`src/rtl/apb_regspace_bridge.sv`:
```
// -----------------------------------------------------------------------------
// apb_regspace_bridge
//
// APB4 completer that converts each APB transfer into one handshake on the
// read-request / read-acknowledge channels (reads) or on the write-request
// channel (writes) of a generated register space.
//
// Beyond a plain bridge it provides:
//   - configurable address / data widths, byte strobes passed downstream
//   - address-window and alignment decode, optional privileged-write check
//   - a per-handshake downstream timeout that completes with PSLVERR
//   - draining of a read response that arrives after its read timed out
//
// Parameters:
//   ADDR_W   APB and downstream address width
//   DATA_W   data width (8, 16, 32 or 64)
//   ADDR_LO  lowest decoded byte address (inclusive)
//   ADDR_HI  highest decoded byte address (inclusive)
//   TIMEOUT  wait cycles allowed per downstream handshake, 0 = no timeout
//   PRIV_WR  1 = writes with p_prot[0]=0 are rejected
//
// Ports:
//   clk, rst_n                   clock, asynchronous active-low reset
//   p_addr/p_prot/p_sel/p_enable/p_write/p_wdata/p_strb   APB request
//   p_ready/p_rdata/p_slverr     APB response (registered, one-cycle pulse)
//   rreq_addr/rreq_vld/rreq_rdy  read request channel
//   rack_data/rack_vld/rack_rdy  read acknowledge channel
//   wreq_addr/wreq_data/wreq_strb/wreq_vld/wreq_rdy  write request channel
//
// All outputs are registers updated together with the state, so every
// downstream output is a pure function of the current state (Moore).
// -----------------------------------------------------------------------------
module apb_regspace_bridge #(
    parameter int unsigned ADDR_W  = 32'd16,
    parameter int unsigned DATA_W  = 32'd32,
    parameter int unsigned ADDR_LO = 32'h0000_0000,
    parameter int unsigned ADDR_HI = 32'h0000_FFFF,
    parameter int unsigned TIMEOUT = 32'd16,
    parameter int unsigned PRIV_WR = 32'd0
) (
    input  logic                  clk,
    input  logic                  rst_n,
    // APB completer
    input  logic [ADDR_W-1:0]     p_addr,
    input  logic [2:0]            p_prot,
    input  logic                  p_sel,
    input  logic                  p_enable,
    input  logic                  p_write,
    input  logic [DATA_W-1:0]     p_wdata,
    input  logic [DATA_W/8-1:0]   p_strb,
    output logic                  p_ready,
    output logic [DATA_W-1:0]     p_rdata,
    output logic                  p_slverr,
    // read request
    output logic [ADDR_W-1:0]     rreq_addr,
    output logic                  rreq_vld,
    input  logic                  rreq_rdy,
    // read acknowledge
    input  logic [DATA_W-1:0]     rack_data,
    input  logic                  rack_vld,
    output logic                  rack_rdy,
    // write request
    output logic [ADDR_W-1:0]     wreq_addr,
    output logic [DATA_W-1:0]     wreq_data,
    output logic [DATA_W/8-1:0]   wreq_strb,
    output logic                  wreq_vld,
    input  logic                  wreq_rdy
);

    localparam int unsigned STRB_W = DATA_W / 32'd8;

    // Counter only has to reach TIMEOUT-1.
    localparam int unsigned CNT_W = (TIMEOUT > 32'd1) ? $clog2(TIMEOUT) : 32'd1;
    localparam logic [CNT_W-1:0] TO_LAST =
        CNT_W'((TIMEOUT == 32'd0) ? 32'd0 : (TIMEOUT - 32'd1));
    localparam logic [CNT_W-1:0] CNT_ONE = CNT_W'(32'd1);

    // Address bits below the data-word size must be zero.
    localparam logic [ADDR_W-1:0] ALIGN_MASK = ADDR_W'(STRB_W - 32'd1);

    typedef enum logic [2:0] {
        IDLE = 3'd0,
        RREQ = 3'd1,
        RACK = 3'd2,
        WREQ = 3'd3,
        DONE = 3'd4
    } state_t;

    state_t              state_r;
    logic [CNT_W-1:0]    cnt_r;
    logic                drain_r;
    logic                p_ready_r;
    logic                p_slverr_r;
    logic [DATA_W-1:0]   p_rdata_r;
    logic [ADDR_W-1:0]   rreq_addr_r;
    logic                rreq_vld_r;
    logic                rack_rdy_r;
    logic [ADDR_W-1:0]   wreq_addr_r;
    logic [DATA_W-1:0]   wreq_data_r;
    logic [STRB_W-1:0]   wreq_strb_r;
    logic                wreq_vld_r;

    logic                setup_s;
    logic                rack_hs_s;
    logic                drain_next_s;
    logic                timeout_s;
    logic                decode_err_s;
    logic                unused_prot_s;

    // Returns 1 when a setup-phase request must be answered with PSLVERR
    // without touching the register space.
    function automatic logic decode_err(
        input logic [ADDR_W-1:0] addr,
        input logic              wr,
        input logic              prot0
    );
        logic out_of_window;
        logic misaligned;
        logic priv_fail;
        // Compare in 64 bits so window edges equal to the address range
        // limits do not degenerate into constant comparisons.
        out_of_window = (64'(addr) < 64'(ADDR_LO)) || (64'(addr) > 64'(ADDR_HI));
        misaligned    = |(addr & ALIGN_MASK);
        priv_fail     = (PRIV_WR != 32'd0) && wr && !prot0;
        return out_of_window || misaligned || priv_fail;
    endfunction

    // Only the privileged bit of p_prot carries meaning here.
    assign unused_prot_s = ^p_prot[2:1];

    assign setup_s      = p_sel & ~p_enable;
    assign rack_hs_s    = rack_rdy_r & rack_vld;
    // A handshake seen while draining consumes the stale response.
    assign drain_next_s = drain_r & ~rack_hs_s;
    assign timeout_s    = (TIMEOUT != 32'd0) && (cnt_r == TO_LAST);
    assign decode_err_s = decode_err(p_addr, p_write, p_prot[0]);

    // Transfer FSM with all outputs registered alongside the state.
    always_ff @(posedge clk or negedge rst_n) begin
        if (!rst_n) begin
            state_r     <= IDLE;
            cnt_r       <= '0;
            drain_r     <= 1'b0;
            p_ready_r   <= 1'b0;
            p_slverr_r  <= 1'b0;
            p_rdata_r   <= '0;
            rreq_addr_r <= '0;
            rreq_vld_r  <= 1'b0;
            rack_rdy_r  <= 1'b0;
            wreq_addr_r <= '0;
            wreq_data_r <= '0;
            wreq_strb_r <= '0;
            wreq_vld_r  <= 1'b0;
        end else begin
            case (state_r)
                IDLE: begin
                    drain_r <= drain_next_s;
                    if (setup_s) begin
                        rreq_addr_r <= p_addr;
                        wreq_addr_r <= p_addr;
                        wreq_data_r <= p_wdata;
                        wreq_strb_r <= p_strb;
                        cnt_r       <= '0;
                        if (decode_err_s) begin
                            state_r    <= DONE;
                            p_ready_r  <= 1'b1;
                            p_slverr_r <= 1'b1;
                            rack_rdy_r <= 1'b0;
                        end else if (p_write) begin
                            state_r    <= WREQ;
                            wreq_vld_r <= 1'b1;
                            rack_rdy_r <= drain_next_s;
                        end else begin
                            state_r    <= RREQ;
                            rreq_vld_r <= 1'b1;
                            rack_rdy_r <= drain_next_s;
                        end
                    end else begin
                        rack_rdy_r <= drain_next_s;
                    end
                end

                RREQ: begin
                    drain_r <= drain_next_s;
                    if (rreq_rdy) begin
                        state_r    <= RACK;
                        rreq_vld_r <= 1'b0;
                        rack_rdy_r <= 1'b1;
                        cnt_r      <= '0;
                    end else if (timeout_s) begin
                        // Request stays outstanding downstream; no drain.
                        state_r    <= DONE;
                        rreq_vld_r <= 1'b0;
                        rack_rdy_r <= 1'b0;
                        p_ready_r  <= 1'b1;
                        p_slverr_r <= 1'b1;
                    end else begin
                        cnt_r      <= cnt_r + CNT_ONE;
                        rack_rdy_r <= drain_next_s;
                    end
                end

                RACK: begin
                    if (rack_vld) begin
                        if (drain_r) begin
                            // Stale response from a timed-out read: drop it
                            // and keep waiting for this read's own data.
                            drain_r <= 1'b0;
                            cnt_r   <= '0;
                        end else begin
                            state_r    <= DONE;
                            rack_rdy_r <= 1'b0;
                            p_ready_r  <= 1'b1;
                            p_rdata_r  <= rack_data;
                        end
                    end else if (timeout_s) begin
                        // The response may still arrive; swallow it later.
                        state_r    <= DONE;
                        rack_rdy_r <= 1'b0;
                        p_ready_r  <= 1'b1;
                        p_slverr_r <= 1'b1;
                        drain_r    <= 1'b1;
                    end else begin
                        cnt_r <= cnt_r + CNT_ONE;
                    end
                end

                WREQ: begin
                    drain_r <= drain_next_s;
                    if (wreq_rdy) begin
                        state_r    <= DONE;
                        wreq_vld_r <= 1'b0;
                        rack_rdy_r <= 1'b0;
                        p_ready_r  <= 1'b1;
                    end else if (timeout_s) begin
                        state_r    <= DONE;
                        wreq_vld_r <= 1'b0;
                        rack_rdy_r <= 1'b0;
                        p_ready_r  <= 1'b1;
                        p_slverr_r <= 1'b1;
                    end else begin
                        cnt_r      <= cnt_r + CNT_ONE;
                        rack_rdy_r <= drain_next_s;
                    end
                end

                DONE: begin
                    // rack_rdy is low here, so drain cannot change.
                    state_r    <= IDLE;
                    p_ready_r  <= 1'b0;
                    p_slverr_r <= 1'b0;
                    p_rdata_r  <= '0;
                    rack_rdy_r <= drain_r;
                end

                default: begin
                    state_r    <= IDLE;
                    cnt_r      <= '0;
                    drain_r    <= 1'b0;
                    p_ready_r  <= 1'b0;
                    p_slverr_r <= 1'b0;
                    p_rdata_r  <= '0;
                    rreq_vld_r <= 1'b0;
                    rack_rdy_r <= 1'b0;
                    wreq_vld_r <= 1'b0;
                end
            endcase
        end
    end

    assign p_ready   = p_ready_r;
    assign p_slverr  = p_slverr_r;
    assign p_rdata   = p_rdata_r;
    assign rreq_addr = rreq_addr_r;
    assign rreq_vld  = rreq_vld_r;
    assign rack_rdy  = rack_rdy_r;
    assign wreq_addr = wreq_addr_r;
    assign wreq_data = wreq_data_r;
    assign wreq_strb = wreq_strb_r;
    assign wreq_vld  = wreq_vld_r;

endmodule

```
`config.mk`:
```
export PLATFORM = sky130hd
export DESIGN_NAME = apb_regspace_bridge
export DESIGN_NICKNAME = d
export VERILOG_FILES = /design/src/rtl/apb_regspace_bridge.sv
export SDC_FILE = /design/constraint.sdc
export NUM_CORES = 1
export LEC_CHECK = 0
export ABC_AREA = 1
export BUFFER_PORTS_ARGS = -buffer_cell sky130_fd_sc_hd__buf_2
export CAP_MARGIN = 20
export CORE_MARGIN = 10
export CORE_UTILIZATION = 41
export DETAILED_ROUTE_END_ITERATION = 7
export PLACE_DENSITY = 0.77
export SLEW_MARGIN = 15
export SYNTH_ARGS = -nofsm -noshare
export SYNTH_HDL_FRONTEND = slang
export SYNTH_SLANG_ARGS = --single-unit
```
`constraint.sdc`:
```
create_clock -name clk -period 1.58 [get_ports clk]
set_input_delay 0.079 -clock clk [delete_from_list [all_inputs] [get_ports clk]]
set_output_delay 0.079 -clock clk [all_outputs]
set_load 0.05 [all_outputs]
```
# --- Yosys cells after proc, flatten, opt, wreduce, memory -nomap -nowiden ---
# Cells that the tools add are included.
totals:
  regBits: 97
  in_bits: 95
op_classes:
  addsub: 1
  eq_ne: 20
  mux: 54
  bitwise: 9
  reduce_logical: 15
op_table:
  columns: ["cell", "count"]
  rows:
  - ["$mux 32", 2]
  - ["$pmux 32 s2", 1]
  - ["$mux 1", 29]
  - ["$mux 4", 6]
  - ["$mux 3", 7]
  - ["$ne 2x2->1 const B", 10]
  - ["$pmux 4 s5", 1]
  - ["$ne 3x3->1 const B", 5]
  - ["$reduce_and 5->1", 3]
  - ["$pmux 3 s4", 1]
  - ["$pmux 1 s3", 3]
  - ["$reduce_or 3->1", 3]
  - ["$pmux 1 s4", 2]
  - ["$reduce_and 2->1", 4]
  - ["$reduce_and 4->1", 2]
  - ["$eq 3x2->1 const B", 2]
  - ["$not 1->1", 6]
  - ["$pmux 1 s5", 1]
  - ["$add 4x1->4 const B", 1]
  - ["$eq 4x4->1 const B", 1]
  - ["$and 1x1->1", 3]
  - ["$eq 3x1->1 const B", 1]
  - ["$eq 3x3->1 const B", 1]
  - ["$logic_not 3->1", 1]
  - ["3 further kinds", 3]

# --- Longest topological paths before layout ---
depth:
  depth_word: 6
  mapped_depth: 9
  mapped_depth_nobuf: 9

# --- Least setup slack after synthesis ---
# Ideal clock, no wire load.
synth_path:
  path_type: "reg-to-reg"
  from: "reg cnt_r[0]"
  to: "reg wreq_vld_r, in the netlist wreq_vld"
  setup_time_ps: 66
  t_arrival_ps: 1290
  required_time_ps: 1514
  setup_slack_ps: 224
  stages_incl_launch_ff: 9
  cell_sequence: "dfrtp_1 ha_1 nand3_1 nand2_1 nor2_1 nor2_1 nand3_1 nand2_1 nand2_1"
synth_via:
  elab_chain_cells: 3
synth_lines:
  columns: ["element", "line", "text"]
  rows:
  - ["from (decl)", "90", "logic [CNT_W-1:0] cnt_r;"]
  - ["from (signal assigned)", "198", "cnt_r <= cnt_r + CNT_ONE;"]
  - ["from (signal assigned)", "224", "cnt_r <= cnt_r + CNT_ONE;"]
  - ["from (signal assigned)", "242", "cnt_r <= cnt_r + CNT_ONE;"]
  - ["$eq 4x4->1", "135", "assign timeout_s = (TIMEOUT != 32'd0) && (cnt_r == TO_LAST);"]
  - ["$ne 3x3->1 (no line)", null, null]
  - ["$reduce_and 5->1 (no line)", null, null]
  - ["to (signal assigned)", "153", "wreq_vld_r <= 1'b0;"]
  - ["to (signal assigned)", "171", "wreq_vld_r <= 1'b1;"]
  - ["to (signal assigned)", "232", "wreq_vld_r <= 1'b0;"]
  - ["to (decl)", "101", "logic wreq_vld_r;"]
# Every way passes these cells.
# A chain may end at the register's enable or synchronous reset.

# --- Final worst setup path ---
layout_path:
  from: "reg state_r[1]"
  to: "reg wreq_data_r[31], in the netlist wreq_data[31]"
layout_via:
  elab_chain_cells: 2
layout_lines:
  columns: ["element", "line", "text"]
  rows:
  - ["from (decl)", "89", "state_t state_r;"]
  - ["from (signal assigned)", "141", "state_r <= IDLE;"]
  - ["from (signal assigned)", "165", "state_r <= DONE;"]
  - ["from (signal assigned)", "170", "state_r <= WREQ;"]
  - ["$logic_not 3->1", "155", "case (state_r)"]
  - ["$reduce_and 2->1 (no line)", null, null]
  - ["to (signal assigned)", "161", "wreq_data_r <= p_wdata;"]
  - ["to (decl)", "99", "logic [DATA_W-1:0] wreq_data_r;"]
# Every way passes these cells.

==> results.tsv <==
stage	metric	value	unit
global_route	track_usage	20.0	%
sta	setup_viol	0	
hold_path	hp-class	in -> reg	
clocking	insertion_delay	0.37	ns
final_layout	area_growth	49.3	%
sta	final.setup.tns	0	ns
floorplan	initial_core_util	42.5	%
final_layout	nFillCells	779	
critical_path	worst-path-buf-inv	2	
floorplan	rows	37	
clocking	htreeDepth	3	
global_route	grt_pass1_vias	4812	
synthesis	yosysTopAreaCellShare	54.6	%
detailed_routing	vias	4801	
floorplan	ios	200	
synthesis	syn_inst	545	
synthesis	ys.flop_type	dfrtp_1	
clocking	cts_tree	built	
synthesis	yosys-top-cells-count	nand2_1, nand3_1, dfrtp_1	
critical_path	critPathMaxStageDelay	0.44	ns
final_layout	drive_gt1_share	30.4	%
critical_path	endpoint_kind	flip-flop	
detailed_routing	firstDrtPassIters	5	
place	post-place-ws	-0.000180	ns
power	vdd_drop_max	1640	uV
clocking	clockBufferDepth	2	
critical_path	startpoint_type	flip-flop	
final_layout	utilization	63.4	%
power	power_density	2140	nW/um^2
critical_path	critPathArrivalTime	1.73	ns
floorplan	die_y	124	um
floorplan	die_area	15400	um^2
critical_path	crit_chain	inv_4, nand2_1, nor2_4, nand2_2, buf_12, nand2_1, nand2_1	
synthesis	yosys_warnings	0	
sta	fin_ws	0.0964	ns
critical_path	reg2reg_from	state_r[1]	
synthesis	synth_edf_count	0	
place	hpwl	10500	um
clocking	cts_root_buffer	clkbuf_8	
hold_path	worstHoldEndpoint	state_r[1]	
detailed_routing	wirelength	16000	um
synthesis	syn_area	4450	um^2
synthesis	yosysSeqAreaShare	54.6	%
hold_path	worstHoldStart	p_write	
detailed_routing	drc	0	
detailed_routing	wl_per_cell	16.8	um
sta	post-route-period-util	93.9	%
flow_run	cap_violations	0	
critical_path	worstReg2RegEnd	wreq_data[31]	
sta	rsz0062_at_grt	true	
floorplan	core-area	10500	um^2
power	total_power	14.2	mW
synthesis	synth_largest_area_cell	dfrtp_1	
synthesis	synth_seq_cells	97	
clocking	cts_inserted_buffers	9	
sta	finalMaxSlewViolations	0	
critical_path	critPathKind	reg -> reg	
floorplan	fp.dieW	124	um
sta	fin_skew	0.0176	ns
critical_path	crit_path_max_fanout	38	
sta	worst_slew_pin_slew	0.365	ns
sta	maxSlewHeadroom	75.7	%
place	gp_congestion	0.934	
clocking	cts_sinks	97	
critical_path	critPathRequiredTime	1.82	ns
synthesis	yosysUniqueCellTypes	22	
power	static-leakage-power	3.85	nW
synthesis	syn_avg_cell_area	8.16	um^2
synthesis	syn-num-nets	641	
hold_path	whs_path_depth	5	
critical_path	cp_slowest_cell	dfrtp_1	
synthesis	netlist_top_cells_area	dfrtp_1, nand2_1, nand3_1	
synthesis	yosysMostFrequentCell	nand2_1	
sta	whs	0.0565	ns
critical_path	reg2reg_slack	0.1	ns
detailed_routing	via_per_inst	5.02	
sta	post-route-min-period	1.48	ns
synthesis	async_flop_share	100	%
global_route	gr-total-overflow	0	
global_route	grt_max_degree	43	
global_route	antenna_found_initial	1	
global_route	grt_pass1_wl	24700	um
clocking	path_clk_slew	0.10	ns
critical_path	reg2reg_depth	7	
critical_path	cpLargestDelayFamily	simple AND/OR/NAND/NOR gates	
final_layout	nets	911	
status	run_status	finished, final reports clean	
place	portBuffers	196	
sta	clock.fmax	674	MHz
sta	hold_viol_final	0	
critical_path	cp_common_cell	nand2_1	
detailed_routing	postRouteAntennaNets	0	
detailed_routing	drtIter0Drc	426	
-- stage by stage --
step           area (um^2)  instances
3_3_place_gp          5520        852
3_5_place_dp          5520        852
2_1_floorplan         4450        545
6_report              6640        957
5_1_grt               6640        957
4_1_cts               6590        953
-- metal layers --
| layer | track usage [%] | vias to the layer above | routed length (um) |
|---|---|---|---|
| li1 | - | 2275 | - |
| met1 | 23.0 | 2255 | 6300 |
| met2 | 33.2 | 244 | 7560 |
| met3 | 8.42 | 27 | 1910 |
| met4 | 5.97 | 0 | 267 |
| met5 | 0 | - | 0 |
-- report_power, final --
part / switching (mW) / leakage, nW / internal [mW]
Combinational: 6.39 / 2.49 / 1.96
Clock: 0.931 / 0.108 / 0.811
Sequential: 0.654 / 1.25 / 3.43
Total: 7.98 / 3.85 / 6.20
-- cell type report --
type                       instances  area [um^2]  area share [%]
timing repair buffer             304         2050            30.9
antenna                            1         2.50          0.0377
clock inverter                     6         82.6            1.24
multi-input combinational        374         1660            25.0
inverter                          29          111            1.68
sequential                        97         2430            36.6
clock buffer                      10          138            2.07
tap                              136          170            2.56
-- sequential cells by signal, summed over array words and instances (netlist names), 3 cells and up --
name,flops
p_rdata,32
wreq_data,32
wreq_addr,16
cnt_r,4
wreq_strb,4
state_r,3
-- worst reg2reg max path, delay by kind of cell, from the launching register on --
kind / cells / cell delay, ns
buffers and inverters: 2 / 0.29
DFF: 1 / 0.44
and+or+nand+nor: 5 / 0.63
-- worst max path at each step --
| stage | start | to | slack, ns | depth (start not counted) |
|---|---|---|---|---|
| 2_1_floorplan | cnt_r[0] | wreq_vld | 0.22 | 8 |
| 3_3_place_gp | state_r[2] | cnt_r[3] | 0.07 | 6 |
| 3_5_place_dp | state_r[2] | cnt_r[3] | -0.0002 | 6 |
| 4_1_cts | cnt_r[1] | wreq_vld | 0.06 | 9 |
| 5_1_grt | state_r[2] | cnt_r[0] | -0.03 | 7 |
| 6_report | state_r[1] | wreq_data[31] | 0.1 | 7 |
-- cell usage in the layout (no fill, tap or decap), types with 2 or more instances in the layout --
cell type      netlist  final
dfrtp_1             97     96
dlygate4sd3_1        0     85
buf_4               23     20
a21oi_1              5      5
nand4_1              3      3
o21ai_0              9      9
nor2_1              23     22
inv_1               25     25
inv_6                0      2
inv_2                3      2
nand2_1            194    194
clkbuf_8             0     10
nand3_2              0      2
buf_12               0      3
buf_2               10    195
o21ai_1              3      3
nand3_1            128    126
nor2_2               2      3
nand3b_1             2      2
-- cells by family after synthesis --
family                   after synthesis  synth area share (%)
AND/OR/NAND/NOR                      355                  34.5
buffers and inverters                 74                  8.47
flip-flops                            97                  54.6
adder cells (fa/ha/maj)                1                 0.281
AO/OA/AOI/OAI                         18                  2.11
-- timing repair --
action,CTS,global route
gates resized for setup,1,6
gates cloned,0,0
buffers inserted,0,3
endpoints found under the setup margin,1,16
hold buffers,85,0
endpoints found under the hold margin,181,0
pin swaps,0,1
(Power assumes the default switching activity.)
